==> src/rtl/wbu_stage.sv <==
// Write-back stage: accepts one instruction per valid/ready handshake, waits for
// load data when needed, holds next PC and write-back data until the IFU commits.
module wbu_stage #(
  parameter int XLEN   = 32,
  parameter int NR_REG = 16,
  parameter int REG_AW = $clog2(NR_REG),
  parameter int CNT_W  = 64
) (
  input  logic              clk,
  input  logic              rst,
  input  logic              in_valid,
  output logic              in_ready,
  input  logic [2:0]        in_wb_sel,
  input  logic [1:0]        in_pc_sel,
  input  logic [REG_AW-1:0] in_rd,
  input  logic [XLEN-1:0]   in_result,
  input  logic [XLEN-1:0]   in_snpc,
  input  logic [XLEN-1:0]   in_csr_rdata,
  input  logic [XLEN-1:0]   in_mtvec,
  input  logic [XLEN-1:0]   in_mepc,
  input  logic              mem_rvalid,
  input  logic [XLEN-1:0]   mem_rdata,
  output logic              out_valid,
  input  logic              out_ready,
  output logic [XLEN-1:0]   out_dnpc,
  output logic              rf_wen,
  output logic [REG_AW-1:0] rf_waddr,
  output logic [XLEN-1:0]   rf_wdata,
  output logic [CNT_W-1:0]  retire_cnt
);

  typedef enum logic [1:0] {IDLE, WAIT_MEM, HOLD} state_t;

  localparam logic [2:0] SEL_NONE = 3'd0;
  localparam logic [2:0] SEL_ALU  = 3'd1;
  localparam logic [2:0] SEL_MEM  = 3'd2;
  localparam logic [2:0] SEL_LINK = 3'd3;
  localparam logic [2:0] SEL_CSR  = 3'd4;

  localparam logic [1:0] PC_SNPC   = 2'd0;
  localparam logic [1:0] PC_RESULT = 2'd1;
  localparam logic [1:0] PC_MTVEC  = 2'd2;

  state_t            state_q, state_d;
  logic [2:0]        wb_sel_q;
  logic [REG_AW-1:0] waddr_q;
  logic [XLEN-1:0]   dnpc_q, dnpc_d;
  logic [XLEN-1:0]   wdata_q, wdata_d;
  logic [CNT_W-1:0]  cnt_q;
  logic              accept, commit, writes_q;

  assign in_ready = (state_q == IDLE) || (state_q == HOLD && out_ready);
  assign accept   = in_valid && in_ready;
  assign out_valid = (state_q == HOLD);
  assign commit   = out_valid && out_ready;

  // Codes 5-7 are illegal and behave like NONE; x0 writes are dropped.
  assign writes_q = (wb_sel_q inside {SEL_ALU, SEL_MEM, SEL_LINK, SEL_CSR}) &&
                    (waddr_q != '0);
  assign rf_wen   = commit && writes_q;

  assign out_dnpc   = dnpc_q;
  assign rf_waddr   = waddr_q;
  assign rf_wdata   = wdata_q;
  assign retire_cnt = cnt_q;

  // NOTE: every always_comb output gets a default first so no path can infer a latch.
  always_comb begin
    dnpc_d = in_snpc;
    case (in_pc_sel)
      PC_SNPC:   dnpc_d = in_snpc;
      PC_RESULT: dnpc_d = in_result;
      PC_MTVEC:  dnpc_d = in_mtvec;
      default:   dnpc_d = in_mepc;
    endcase
  end

  always_comb begin
    wdata_d = '0;
    case (in_wb_sel)
      SEL_ALU:  wdata_d = in_result;
      SEL_LINK: wdata_d = in_snpc;
      SEL_CSR:  wdata_d = in_csr_rdata;
      default:  wdata_d = '0;
    endcase
  end

  always_comb begin
    state_d = state_q;
    case (state_q)
      IDLE:     if (accept) state_d = (in_wb_sel == SEL_MEM) ? WAIT_MEM : HOLD;
      WAIT_MEM: if (mem_rvalid) state_d = HOLD;
      HOLD: begin
        if (commit) begin
          if (accept) state_d = (in_wb_sel == SEL_MEM) ? WAIT_MEM : HOLD;
          else        state_d = IDLE;
        end
      end
      default:  state_d = IDLE;
    endcase
  end

  // NOTE: sequential state uses non-blocking assignments so every register
  // samples pre-edge values regardless of statement order.
  always_ff @(posedge clk) begin
    if (rst) begin
      state_q  <= IDLE;
      wb_sel_q <= SEL_NONE;
      waddr_q  <= '0;
      dnpc_q   <= '0;
      wdata_q  <= '0;
      cnt_q    <= '0;
    end else begin
      state_q <= state_d;
      if (accept) begin
        wb_sel_q <= in_wb_sel;
        waddr_q  <= in_rd;
        dnpc_q   <= dnpc_d;
        if (in_wb_sel != SEL_MEM) wdata_q <= wdata_d;
      end else if (state_q == WAIT_MEM && mem_rvalid) begin
        wdata_q <= mem_rdata;
      end
      if (commit) cnt_q <= cnt_q + CNT_W'(1);
    end
  end

endmodule

==> config.mk <==
export PLATFORM = sky130hd
export DESIGN_NAME = wbu_stage
export DESIGN_NICKNAME = d
export VERILOG_FILES = /design/src/rtl/wbu_stage.sv
export SDC_FILE = /design/constraint.sdc
export NUM_CORES = 1
export LEC_CHECK = 0
export CAP_MARGIN = 20
export CORE_ASPECT_RATIO = 0.9
export CORE_MARGIN = 4
export CORE_UTILIZATION = 45
export CTS_CLUSTER_DIAMETER = 30
export DETAILED_ROUTE_END_ITERATION = 10
export GPL_TIMING_DRIVEN = 0
export PLACE_DENSITY_LB_ADDON = 0.05
export SLEW_MARGIN = 20
export SYNTH_ARGS = -nofsm -noshare
export SYNTH_HDL_FRONTEND = slang
export SYNTH_SLANG_ARGS = --single-unit
==> constraint.sdc <==
create_clock -name clk -period 4.2 [get_ports clk]
set_input_delay 0.84 -clock clk [delete_from_list [all_inputs] [get_ports clk]]
set_output_delay 0.84 -clock clk [all_outputs]
set_load 0.005 [all_outputs]
==> impl_metrics.tcl, run 1 <==
set metrics [dict create \
    run_status "finished clean" \
    cts_tree "yes" \
    ys_async_sr_fraction 0 \
    drive_gt1_frac 0.0740 \
    critical_path_required_ps 3360 \
    cts.sink_count 137 \
    clk_pin_slew_ps 60 \
    ys.warnings.count 0 \
    crit_buf_inv 2 \
    drtIter0Drc 609 \
    clkLatencyLatePin_ps 430 \
    synth-seq-area-share 0.373 \
    synth-seq-cells 137 \
    path_class "primary input to primary output" \
    hold_path_class "flip-flop to flip-flop" \
    synthCells 861 \
    area_growth_pct 57.4 \
    antenna_cells 0 \
    synth_area_sq_mm 0.00736 \
    grt_max_degree 17 \
    post_drt_wl_per_cell_um 20.0 \
    drc 0 \
    cts_buffers 17 \
    path_delay_family "buffers and inverters" \
    die_area_sq_mm 0.0185 \
    grt_overflow 0 \
    stdcell_area_sq_mm 0.0116 \
    worstPathArrival_ps 2620 \
    first_pass_iters 5 \
    die_w_um 143 \
    core_area_sq_mm 0.0161 \
    setup_viol 0 \
    worstMarginPinSlew_ps 1110 \
    slew_headroom 0.255 \
    p_leak_nw 4.03 \
    maxSlewViolCount 0 \
    cts.path.max_buffers 2 \
    rows 44 \
    cp-start-kind "primary input" \
    fin_hold_ws_ps 453 \
    cts_resized 0 \
    cts.htree.levels 4 \
    cp_common_cell "clkdlybuf4s50_1" \
    grt_pass1_vias 7870 \
    crit_chain "clkdlybuf4s50_1 -> nand3b_1 -> nor3_1 -> clkdlybuf4s50_1" \
    fin_crit_ps 3460 \
    syn_nets 1068 \
    io_pins 341 \
    finClkSkew_ps 8.76 \
    setup_tns_ps 0 \
    grt_usage 0.302 \
    place_congestion 0.922 \
    antenna_found_initial 0 \
    cts_root_buf "clkbuf_16" \
    synth_ff_type "dfxtp_1" \
    powerDensity_mw_per_mm2 309 \
    place_hpwl_um 22500 \
    avgSynthCellArea_sq_um 8.55 \
    cpPeakStageDelay_ps 580 \
    cts_hold_buf 0 \
    post_cts.repair.setup_buffers 0 \
    viasPerCell 5.69 \
    synth_cell_types 45 \
    vias 8171 \
    worstPathMaxFanout 7 \
    fillers 1329 \
    grt_pass1_wl_um 42900 \
    cpMaxStageDelayCell "clkdlybuf4s50_1" \
    hold_viol 0 \
    drt_wl_total_um 28700 \
    nets 1424 \
    rsz0062_at_grt "no" \
    dpl_cell_area_sq_mm 0.0110 \
    max_cap_viol_count 0 \
    start_util 0.458 \
    ir_worst_vdd_uv 287 \
    drtAntennaViolNets 0 \
    die_h_um 129 \
    fin_crit_sh 0.824 \
    end_kind "primary output" \
    synth_edf_count 0 \
    io_buffers 337 \
    max_freq_ghz 0.289 \
]
-- tightest hold or removal path: cells and delay by family (launching register included) --
kind	cells	cell delay [ps]
flops	1	310
simple gates	1	50
compound gates	1	50
-- where the power goes --
group | internal (mW) | switching [mW] | total (mW)
clock | 0.884 | 0.619 | 1.50
sequential | 1.36 | 0.0331 | 1.39
combinational | 0.397 | 0.288 | 0.685
-- cell usage after synthesis, types with 8 or more instances --
cell	instances	share of area
dfxtp_1	137	0.37
buf_2	12	0.0082
or3_1	8	0.0068
nand4_1	27	0.023
o31ai_1	17	0.017
a211oi_1	32	0.033
a22oi_1	32	0.033
or4_1	18	0.018
mux2i_1	33	0.045
o21ai_0	41	0.028
nand2_1	132	0.067
a21oi_1	73	0.050
mux4_2	32	0.098
and3_1	10	0.0085
xor2_1	24	0.029
inv_1	10	0.0051
clkbuf_1	48	0.024
nand3_1	31	0.021
nor2_1	78	0.040
-- layer usage --
layer	vias up	routed length, um	GRT usage	part of all wire
li1	3905	-	-	-
met1	3815	10700	0.346	0.37
met2	375	14500	0.525	0.50
met3	76	2200	0.0804	0.077
met4	0	1280	0.142	0.044
met5	-	0	0	0
-- cells by family after synthesis --
group           share of synthesized area
fa+ha+maj                         0.00170
buf+inv                            0.0398
xor+xnor                           0.0369
simple gates                        0.232
compound gates                      0.175
mux                                 0.143
flops                               0.373
-- flip-flops by register name, summed over array words and instances, names as in the netlist --
name	cells
out_dnpc	32
retire_cnt	64
rf_waddr	4
rf_wdata	32
state_q	2
wb_sel_q	3
-- through the flow --
step / power [mW] / setup slack (ps) / util / cells
floorplan: 1.69 / 1740 / - / 861
global placement: 2.09 / 693 / 0.684 / 1405
detailed placement: 2.10 / 618 / 0.684 / 1405
CTS: 3.59 / 782 / 0.721 / 1437
global route: 3.70 / 653 / 0.721 / 1437
finish: 3.58 / 740 / 0.721 / 1437
-- cells in the final DEF, fill, tap and decap left out, types with 17 or more instances in the layout --
cell type        netlist  layout
o21ai_0               41      41
xor2_1                24      24
nand4_1               27      27
a22oi_1               32      32
or4_1                 18      18
nor2_1                78      78
clkbuf_1              48      48
clkbuf_16              0      17
clkdlybuf4s50_1        0     337
dfxtp_1              137     137
o31ai_1               17      17
mux2i_1               33      33
nand2_1              132     132
nand3_1               31      31
mux4_2                32      32
a211oi_1              32      32
a21oi_1               73      73
-- final cells by class --
cell class                 count  area (sq um)  share of cell area
buffer                        64           255              0.0220
inverter                      10          37.5             0.00324
clock inverter                15           164              0.0141
timing repair buffer         337          3370               0.291
multi-input combinational    650          4330               0.374
clock buffer                  17           425              0.0367
sequential                   137          2740               0.237
tap                          207           259              0.0224
-- final timing paths --
kind	start	endpoint	slack [ps]	cells past startpoint
hold / removal	out_dnpc[5]	out_dnpc[5]	450	2
hold reg to reg	out_dnpc[5]	out_dnpc[5]	450	2
setup reg to reg	retire_cnt[10]	retire_cnt[58]	1550	6
setup / recovery	out_ready	rf_wen	740	4
(Power assumes the default switching activity.)
==> run 2: changes to the inputs <==
Settings changed: CORE_UTILIZATION 45 to 38.
Clock period 4.2 ns to 3.1 ns, I/O delays scaled along.
==> impl_metrics.tcl, run 2 (synthesized netlist as in run 1, its figures left out) <==
set metrics [dict create \
    run_status "finished clean" \
    cp-start-kind "primary input" \
    antenna_cells 0 \
    hold_viol 0 \
    die_h_um 140 \
    stdcell_area_sq_mm 0.0117 \
    cts.htree.levels 4 \
    finClkSkew_ps 9.60 \
    path_class "primary input to primary output" \
    fin_crit_ps 2880 \
    dpl_cell_area_sq_mm 0.0110 \
    cp.depth 4 \
    power_mw 5.02 \
    cpPeakStageDelay_ps 560 \
    ir_worst_vdd_uv 275 \
    drtIter0Drc 370 \
    worstPathArrival_ps 2260 \
    min_path_cells 2 \
    clkLatencyLatePin_ps 430 \
    grt_usage 0.262 \
    largest_reg_flops 64 \
    viasPerCell 5.41 \
    first_pass_iters 4 \
    path_delay_family "buffers and inverters" \
    powerDensity_mw_per_mm2 429 \
    post-route-util 0.612 \
    r2r_slack_ps 570 \
    cp_common_cell "clkdlybuf4s50_1" \
    rows 48 \
    cts_buffers 17 \
    drt_wl_total_um 29200 \
    layout_setup_ws_ps 217 \
    ff2ff_path_depth 6 \
    nets 1424 \
    post_drt_wl_per_cell_um 19.8 \
    post_cts.repair.setup_buffers 0 \
    crit_buf_inv 2 \
    critical_path_required_ps 2480 \
    max_freq_ghz 0.347 \
    grt_pass1_wl_um 44200 \
    die_w_um 155 \
    io_pins 341 \
    grt_overflow 0 \
    drtAntennaViolNets 0 \
    io_buffers 337 \
    cts_resized 0 \
    worstMarginPinSlew_ps 974 \
    worstPathMaxFanout 7 \
    cts_hold_buf 0 \
    maxSlewViolCount 0 \
    max_cap_viol_count 0 \
    stdcell_count 1480 \
    cts.sink_count 137 \
    setup_viol 0 \
    drive_gt1_frac 0.0724 \
    dp_cells 1448 \
    cts_root_buf "clkbuf_16" \
    crit_chain "clkdlybuf4s50_1 -> nand3b_1 -> nor3_1 -> clkdlybuf4s50_1" \
    layout_commonest_cell "clkdlybuf4s50_1" \
    final_cell_mix "337 x clkdlybuf4s50_1, 137 x dfxtp_1, 132 x nand2_1" \
    antenna_found_initial 2 \
    rsz0062_at_grt "no" \
    core_area_sq_mm 0.0191 \
    fin_crit_sh 0.930 \
    cts.path.max_buffers 2 \
    place_ws_ps -67.0 \
    vias 8000 \
    start_util 0.385 \
    place_congestion 0.876 \
    clk_pin_slew_ps 60 \
    fillers 1724 \
    grt_max_degree 17 \
    cts_tree "yes" \
    grt_pass1_vias 7827 \
    cpMaxStageDelayCell "clkdlybuf4s50_1" \
    place_hpwl_um 23400 \
    drc 0 \
    end_kind "primary output" \
    die_area_sq_mm 0.0217 \
    hold_path_class "flip-flop to flip-flop" \
    slew_headroom 0.350 \
    area_growth_pct 58.8 \
    p_leak_nw 4.06 \
]
## run 2: final timing paths
check	endpoint	start
hold / removal	out_dnpc[18]	out_dnpc[18]
hold reg to reg	out_dnpc[18]	out_dnpc[18]
setup reg to reg	retire_cnt[58]	retire_cnt[3]
setup / recovery	rf_wen	out_ready
## run 2: final cells by class
cell class / count / area, sq um / share of cell area
buffer: 64 / 255 / 0.0218
clock buffer: 21 / 470 / 0.0403
clock inverter: 11 / 169 / 0.0145
inverter: 10 / 37.5 / 0.00321
multi-input combinational: 650 / 4330 / 0.370
sequential: 137 / 2740 / 0.235
tap: 250 / 313 / 0.0268
timing repair buffer: 337 / 3370 / 0.289
## run 2: stage by stage
step                hold slack [ps]  setup TNS, ps
detailed placement              447           -282
CTS                             454              0
global route                    470              0
finish                          452              0
floorplan                       436              0
global placement                442           -150
## run 2: worst register-to-register path: stages (launching register included)
cell,delay [ps]
dfxtp_1,420
nand4_1,340
nor4_4,450
nand3_1,300
clkbuf_1,320
o41ai_1,440
a21oi_1,110
## run 2: per-layer routing
metal  GRT usage  share of wire  vias up
li1            -              -     3882
met2       0.478           0.52      249
met1       0.302           0.40     3828
met5           0        0.00089        -
met4      0.0771          0.021        4
met3      0.0646          0.061       37
## run 2: power breakdown
group | total (mW) | switching [mW] | leakage (nW) | internal [mW]
Sequential | 1.88 | 0.0433 | 1.12 | 1.84
Combinational | 0.930 | 0.393 | 2.64 | 0.537
Clock | 2.20 | 0.796 | 0.301 | 1.41
Total | 5.02 | 1.23 | 4.06 | 3.79
==> run 3: changes to the inputs <==
Settings changed: ABC_AREA set to 1, CORE_UTILIZATION 38 to 39.
==> impl_metrics.tcl, run 3 <==
set metrics [dict create \
    run_status "finished clean" \
    synth-xor-area-share 0.0142 \
    largest_reg_flops 64 \
    vias 10000 \
    grt_usage 0.329 \
    ir_worst_vdd_uv 340 \
    cts_root_buf "clkbuf_16" \
    io_pins 341 \
    max_freq_ghz 0.344 \
    pwr-share-clk 0.407 \
    max_cap_viol_count 0 \
    yosys.area_share.simple 0.357 \
    synth_edf_count 0 \
    start_util 0.399 \
    p_seq_frac 0.385 \
    first_pass_iters 6 \
    cts.sink_count 137 \
    cts.htree.levels 4 \
    drtAntennaViolNets 0 \
    p_switching_mw 1.44 \
    drtIter0Drc 970 \
    end_kind "primary output" \
    worstPathMaxFanout 10 \
    place_hpwl_um 31500 \
    clkLatencyLatePin_ps 440 \
    setup_viol 0 \
    synth_ff_type "dfxtp_1" \
    die_area_sq_mm 0.0229 \
    grt_pass1_vias 9280 \
    synth-compound-area-share 0.180 \
    hold_viol 0 \
    synth_fa_ha_area_frac 0.00156 \
    cts_tree "yes" \
    post_cts.repair.setup_buffers 0 \
    synth-seq-area-share 0.342 \
    hold_path_class "flip-flop to flip-flop" \
    setup_tns_ps 0 \
    viasPerCell 5.25 \
    ys.warnings.count 0 \
    io_buffers 338 \
    nets 1837 \
    cp_common_cell "clkdlybuf4s50_1" \
    synth_top_area_frac 0.342 \
    slew_headroom 0.538 \
    ys_async_sr_fraction 0 \
    intPower_mw 3.52 \
    synth_area_sq_mm 0.00802 \
    crit_chain "clkdlybuf4s50_1 -> nand3_4 -> nor3_1 -> clkdlybuf4s50_1" \
    grt_max_degree 17 \
    worstPathArrival_ps 2290 \
    path_class "primary input to primary output" \
    p_leak_nw 4.92 \
    p_comb_frac 0.208 \
    drt_wl_total_um 38700 \
    rows 49 \
    maxSlewViolCount 0 \
    area_growth_pct 53.7 \
    cts_resized 0 \
    rsz0062_at_grt "no" \
    die_w_um 159 \
    synthCells 1273 \
    clk_pin_slew_ps 60 \
    final_cell_mix "338 x clkdlybuf4s50_1, 328 x nand2_1, 155 x nor2_1" \
    cts_hold_buf 0 \
    grt_overflow 0 \
    synth_cell_types 40 \
    worstMarginPinSlew_ps 693 \
    stdcell_area_sq_mm 0.0123 \
    cpMaxStageDelayCell "clkdlybuf4s50_1" \
    antenna_found_initial 17 \
    synth_mux_area_frac 0 \
    critical_path_required_ps 2480 \
    drc 0 \
    cts.path.max_buffers 2 \
    place_congestion 0.946 \
    swShare 0.291 \
    finClkSkew_ps 9.22 \
    grt_pass1_wl_um 57100 \
    synth_top_family_by_area "simple AND/OR/NAND/NOR gates" \
    cpPeakStageDelay_ps 660 \
    avgSynthCellArea_sq_um 6.30 \
    powerDensity_mw_per_mm2 403 \
    synth-seq-cells 137 \
    netlist_top_cells_count "328 x nand2_1, 155 x nor2_1, 152 x inv_1" \
    die_h_um 144 \
    syn_nets 1480 \
    yosysTopAreaCell "dfxtp_1" \
    synthTopCellsByArea "dfxtp_1 34%, nand2_1 15%, nor2_1 7.3%, inv_1 7.1%, nand3_1 6.4%" \
    layout_commonest_cell "clkdlybuf4s50_1" \
    drive_gt1_frac 0.0572 \
    synth_most_common_cell "nand2_1" \
    fin_crit_ps 2910 \
    core_area_sq_mm 0.0201 \
    cts_buffers 17 \
    dpl_cell_area_sq_mm 0.0117 \
    post-route-util 0.613 \
    post_drt_wl_per_cell_um 20.2 \
    cp-start-kind "primary input" \
    fin_crit_sh 0.937 \
]
-- run 3: changes by cell type after synthesis, sizes merged, moves of 33 or more --
cell,before,now
nand3,31,107
o21ai,42,81
mux2i,33,0
nand2,132,332
inv,10,157
nor2,78,172
-- run 3: power by group through the flow --
| stage | clock network [mW] | registers (mW) | logic (mW) |
|---|---|---|---|
| 3_3_place_gp | 0 | 1.94 | 1.01 |
| 5_1_grt | 2.11 | 1.92 | 1.11 |
| 2_1_floorplan | 0 | 1.95 | 0.380 |
| 3_5_place_dp | 0 | 1.95 | 1.01 |
| 6_report | 2.02 | 1.91 | 1.03 |
| 4_1_cts | 2.04 | 1.91 | 1.02 |
-- run 3: metrics by stage --
stage               std cells  hold slack, ps  power (mW)  setup WS, ps
CTS                      1898             498        4.97           216
floorplan                1273             470        2.33          1390
global route             1911             521        5.14           131
global placement         1866             473        2.95           226
detailed placement       1866             482        2.96           224
finish                   1912             498        4.97           194
-- run 3: critical path, delay by kind of cell --
kind                   cells  cell delay (ps)
buffers and inverters      2             1200
AND/OR/NAND/NOR            2              470
-- run 3: routing by layer --
metal  part of all wire  track usage  wire length, um
met5            0.00098            0               38
met4              0.025        0.117              963
met1               0.45        0.461            17600
met3              0.098       0.0997             3780
met2               0.42        0.481            16300
-- run 3: cells by family (layout without fill, tap and decap cells) --
family,after synthesis,in the layout
flops,137,137
other cells,0,14
buf+inv,213,583
fa+ha+maj,1,1
compound gates,249,249
simple gates,660,660
xor+xnor,13,13
-- run 3: final timing paths --
kind | startpoint | end | slack (ps) | depth (start not counted)
worst min register to register | retire_cnt[29] | retire_cnt[29] | 500 | 1
worst max register to register | state_q[0] | retire_cnt[61] | 1120 | 8
worst min-delay path | retire_cnt[29] | retire_cnt[29] | 500 | 1
worst max-delay path | out_ready | rf_wen | 190 | 4
-- run 3: cell type report --
class	count	area [sq um]
diodes	14	35.0
flip-flops and latches	137	2740
well taps	255	319
multi-input cells	923	4430
clock inverters	15	144
repair buffers	338	3380
clock buffers	17	425
plain buffers	55	250
fillers	1969	7780
inverters	158	593
==> edit 1, RTL diff (flow settings as in run 1) <==
Make the reset (`rst`) asynchronous in one clocked block.
--- a/src/rtl/wbu_stage.sv
+++ b/src/rtl/wbu_stage.sv
@@ -104,3 +104,3 @@
   // samples pre-edge values regardless of statement order.
-  always_ff @(posedge clk) begin
+  always_ff @(posedge clk or posedge rst) begin
     if (rst) begin
Function: differs if rst is asserted again (counterexample within 4 cycles, from zero or initial values and one cycle with rst high); with rst held inactive, the same outputs for 10 cycles.
==> edit 1 against run 1 <==
- maximum frequency rose by 8.2%
- sequential cell count unchanged
- non-clock buffer count down 15
- hold slack better by 35 ps
- critical path depth unchanged
- clock skew down 2.9 ps
- routed wire length shrank 9.1%
- setup slack improved by 260 ps
- design area up 0.57%
- total power rose by 23%
- area after synthesis fell by 0.75%
- sequential power rose by 18%
- global-route usage decreased by 2.2 points
- critical path type unchanged
==> edit 1: results <==
metrics = {
    "finish": {
        "nFillCells": 1144,
        "layout.nets": 1241,
        "drive_above_1_share_pct": 11.2,
    },
    "place": {
        "placement.cell_area_mm2": 0.0110,
        "placement.io_buffers": 339,
        "global_placer_s_final_weighted_congestion": 0.880,
        "place_hpwl_um": 20400,
    },
    "sta": {
        "actual_transition_at_the_worst_max_transition_pin_ps": 879,
        "hold_ws_ps": 488,
        "skew_ps": 5.83,
    },
    "grt": {
        "grt_pass1_vias": 7168,
        "grt_pass1_wl_um": 39100,
    },
    "synthesis": {
        "synth_flop_cell": "dfrtp_1",
        "synth_top_cells_by_count": "dfrtp_1 (137), a22oi_1 (64), nand2_1 (60), nor2_1 (50), mux2_2 (40)",
        "biggest_area_contributors_in_the_synthesized_netlist": "dfrtp_1 (47%), mux4_2 (9.9%), a22oi_1 (6.6%)",
        "synth_top_area_share_pct": 46.9,
        "synth_seq_area_share_pct": 46.9,
    },
    "hold_path": {
        "min_to": "retire_cnt[63]",
        "min_path_cells": 1,
    },
    "detailed_routing": {
        "dr_total_vias": 6912,
        "drt_pre_antenna_iters": 7,
        "routed_wirelength_normalized_by_instance_count_um": 20.9,
        "first_iter_violations": 381,
    },
    "pwr": {
        "power.ir.vdd_worst_uv": 287,
        "cell_internal_pwr_w": 0.00323,
        "leakagePower_nw": 4.70,
    },
    "worst_setup_path": {
        "worst-endpoint-arrival_ps": 2360,
        "biggest_fanout_along_the_worst_timing_path": 5,
        "ff2ff_setup_slack_ps": 1750,
    },
    "outcome": {
        "run_status": "finished, final reports clean",
    },
}
## edit 1: changes by cell type after synthesis, moves of 22 or more
cell	change
dfrtp_1	+137
a211oi_1	-32
nor2_1	-28
dfxtp_1	-137
mux2_2	+40
nand2_1	-72
a22oi_1	+32
xnor2_1	+22
mux2i_1	-33
a21oi_1	-41
## edit 1: stage by stage
step                setup slack, ps  instances  power [W]  util, %
floorplan                      1570        672    0.00206        -
global placement                344       1213    0.00281     70.0
detailed placement              641       1217    0.00283     70.5
CTS                             984       1248    0.00442     74.4
global route                    938       1248    0.00457     74.4
finish                         1000       1248    0.00440     74.4
## edit 1: layout make-up
cell class,instances,area (um2),area share (%)
clock buffers,19,443,3.80
flip-flops and latches,137,3430,29.4
well taps,202,253,2.17
clock inverters,12,175,1.50
plain buffers,43,184,1.58
inverters,13,52.6,0.451
repair buffers,343,3470,29.8
multi-input cells,479,3640,31.3
## edit 1: power by group through the flow
stage	combinational [W]	sequential (W)	clock, W
final	0.00117	0.00164	0.00158
after global routing	0.00124	0.00167	0.00166
after CTS	0.00118	0.00164	0.00160
after detailed placement	0.00117	0.00166	0
after global placement	0.00115	0.00165	0
after floorplan	0.000396	0.00166	0
## edit 1: logic make-up (layout without fill, tap and decap cells)
logic type      after synthesis  count (layout)  synth area share, %
simple gates                210             210                 14.7
compound gates              132             132                 11.3
mux                          72              72                 16.0
fa+ha+maj                     1               1                0.171
buf+inv                      56             430                 3.19
flops                       137             137                 46.9
xor+xnor                     64              64                 7.67
## edit 1: worst max-delay path: stages
cell	delay [ps]
clkdlybuf4s50_1	590
nand2_1	160
nor3_1	210
clkdlybuf4s50_1	550
## edit 1: per-layer routing
layer	wire, um	share of wire [%]	global-route usage, %
met5	13	0.050	0
met4	1310	5.0	14.5
met2	13000	50	47.2
met3	2110	8.1	8.77
met1	9650	37	32.1
==> edit 2, RTL diff (flow settings as in run 1) <==
Made on the original files. The parameter `CNT_W` goes from 64 to 128.
--- a/src/rtl/wbu_stage.sv
+++ b/src/rtl/wbu_stage.sv
@@ -6,3 +6,3 @@
   parameter int REG_AW = $clog2(NR_REG),
-  parameter int CNT_W  = 64
+  parameter int CNT_W  = 128
 ) (
Ports: changed (resized retire_cnt); port bits go from 341 to 405. No check against the original RTL was run, so the function may have changed too.
==> edit 2 against run 1 <==
- sequential cell count rose by 64
- total power is 67% higher
- hold slack worse by 3.8 ps
- setup slack lost 540 ps
- register-to-register slack got worse by 910 ps
- design area is 46% higher
- count of clock-buffer cells in the layout grew 49
- area after synthesis grew 50%
- routed wire length is 65% higher
- critical path type unchanged
- largest power group unchanged
- highest routed layer unchanged
==> edit 2: results <==
metrics = {
    "place": {
        "placement.cell_area_mm2": 0.0155,
        "placement.io_buffers": 402,
        "global_placer_s_final_weighted_congestion": 0.983,
    },
    "worst_setup_path": {
        "ff2ff_path_depth": 7,
        "regToRegEndpoint": "retire_cnt[104]",
        "critical_path.max_stage_delay_ps": 540,
        "biggest_fanout_along_the_worst_timing_path": 10,
        "regToRegStartpoint": "retire_cnt[8]",
    },
    "cts": {
        "clk_path_buf_depth": 3,
        "clock_insertion_delay_worst_skew_ps": 530,
    },
    "sta": {
        "hold_ws_ps": 449,
        "actual_transition_at_the_worst_max_transition_pin_ps": 1170,
        "skew_ps": 19.4,
    },
    "outcome": {
        "run_status": "finished, final reports clean",
    },
    "finish": {
        "largest_register_ff_count": 128,
        "layout.nets": 2017,
    },
    "detailed_routing": {
        "routed_wirelength_normalized_by_instance_count_um": 21.9,
    },
    "synthesis": {
        "synth.net_count": 1564,
    },
    "hold_path": {
        "min_to": "out_dnpc[23]",
    },
    "grt": {
        "grt_max_degree": 13,
        "grt_antenna_before_repair": 7,
        "grt_util_all_layers_pct": 32.8,
        "grt_pass1_wl_um": 70500,
        "grt_pass1_vias": 12000,
    },
    "pwr": {
        "leakagePower_nw": 5.58,
    },
}
[edit 2: changes by cell type in the layout (fill, tap and decap cells not counted), moves of 48 or more]
cell / run 1 / this run
nor2_1: 78 / 189
nor4_1: 7 / 55
xnor2_1: 7 / 61
nand4_1: 27 / 77
dfxtp_1: 137 / 201
clkdlybuf4s50_1: 337 / 402
[edit 2: cells by family after synthesis]
| kind of cell | count (synthesis) | synth area share, % |
|---|---|---|
| mux | 75 | 10.6 |
| fa+ha+maj | 1 | 0.114 |
| xor+xnor | 90 | 7.16 |
| buf+inv | 87 | 2.98 |
| simple gates | 709 | 31.8 |
| flops | 201 | 36.5 |
| compound gates | 194 | 10.8 |
[edit 2: worst max path at each step]
stage                     slack (ps)              end  cells after the start     startpoint
after floorplan                 1210  retire_cnt[125]                      7  retire_cnt[8]
after global placement          -600   retire_cnt[63]                      7      out_ready
after detailed placement          60   retire_cnt[92]                      8      out_ready
after CTS                         60           rf_wen                      6      out_ready
after global routing             100           rf_wen                      6      out_ready
final                            200           rf_wen                      6      out_ready
[edit 2: cell type report]
type	count	area (um2)	area share (%)
repair buffers	405	4050	23.9
clock buffers	66	1300	7.66
plain buffers	75	284	1.68
inverters	12	45.0	0.266
diodes	7	17.5	0.104
well taps	308	385	2.28
clock inverters	14	128	0.755
flip-flops and latches	201	4020	23.8
multi-input cells	1069	6690	39.5
[edit 2: worst reg2reg max path, cell delays in order, from the launching register on]
cell	delay, ps
dfxtp_1	440
nand4_2	200
nor3_1	840
nand4_1	560
nor4_2	610
buf_4	260
and3_1	190
mux2_2	330
[edit 2: through the flow]
stage                     power [W]  TNS [ps]  setup slack, ps
final                       0.00598         0              204
after global routing        0.00616         0             98.3
after CTS                   0.00599         0             58.1
after detailed placement    0.00274         0             56.3
after global placement      0.00274     -3950             -599
after floorplan             0.00231         0             1210
[edit 2: metal layers]
layer,share of wire [%],vias to the layer above,track usage (%)
met1,39,6050,40.5
met4,3.3,0,13.0
met5,0,-,0
li1,-,5896,-
met2,49,672,57.0
met3,8.1,95,6.59
[edit 2: power by group]
group | total [W] | leakage, nW | internal (W) | switching [W]
registers | 0.00200 | 1.63 | 0.00197 | 0.0000325
clock network | 0.00326 | 0.687 | 0.00218 | 0.00108
logic | 0.000715 | 3.26 | 0.000394 | 0.000320
total | 0.00598 | 5.58 | 0.00455 | 0.00144
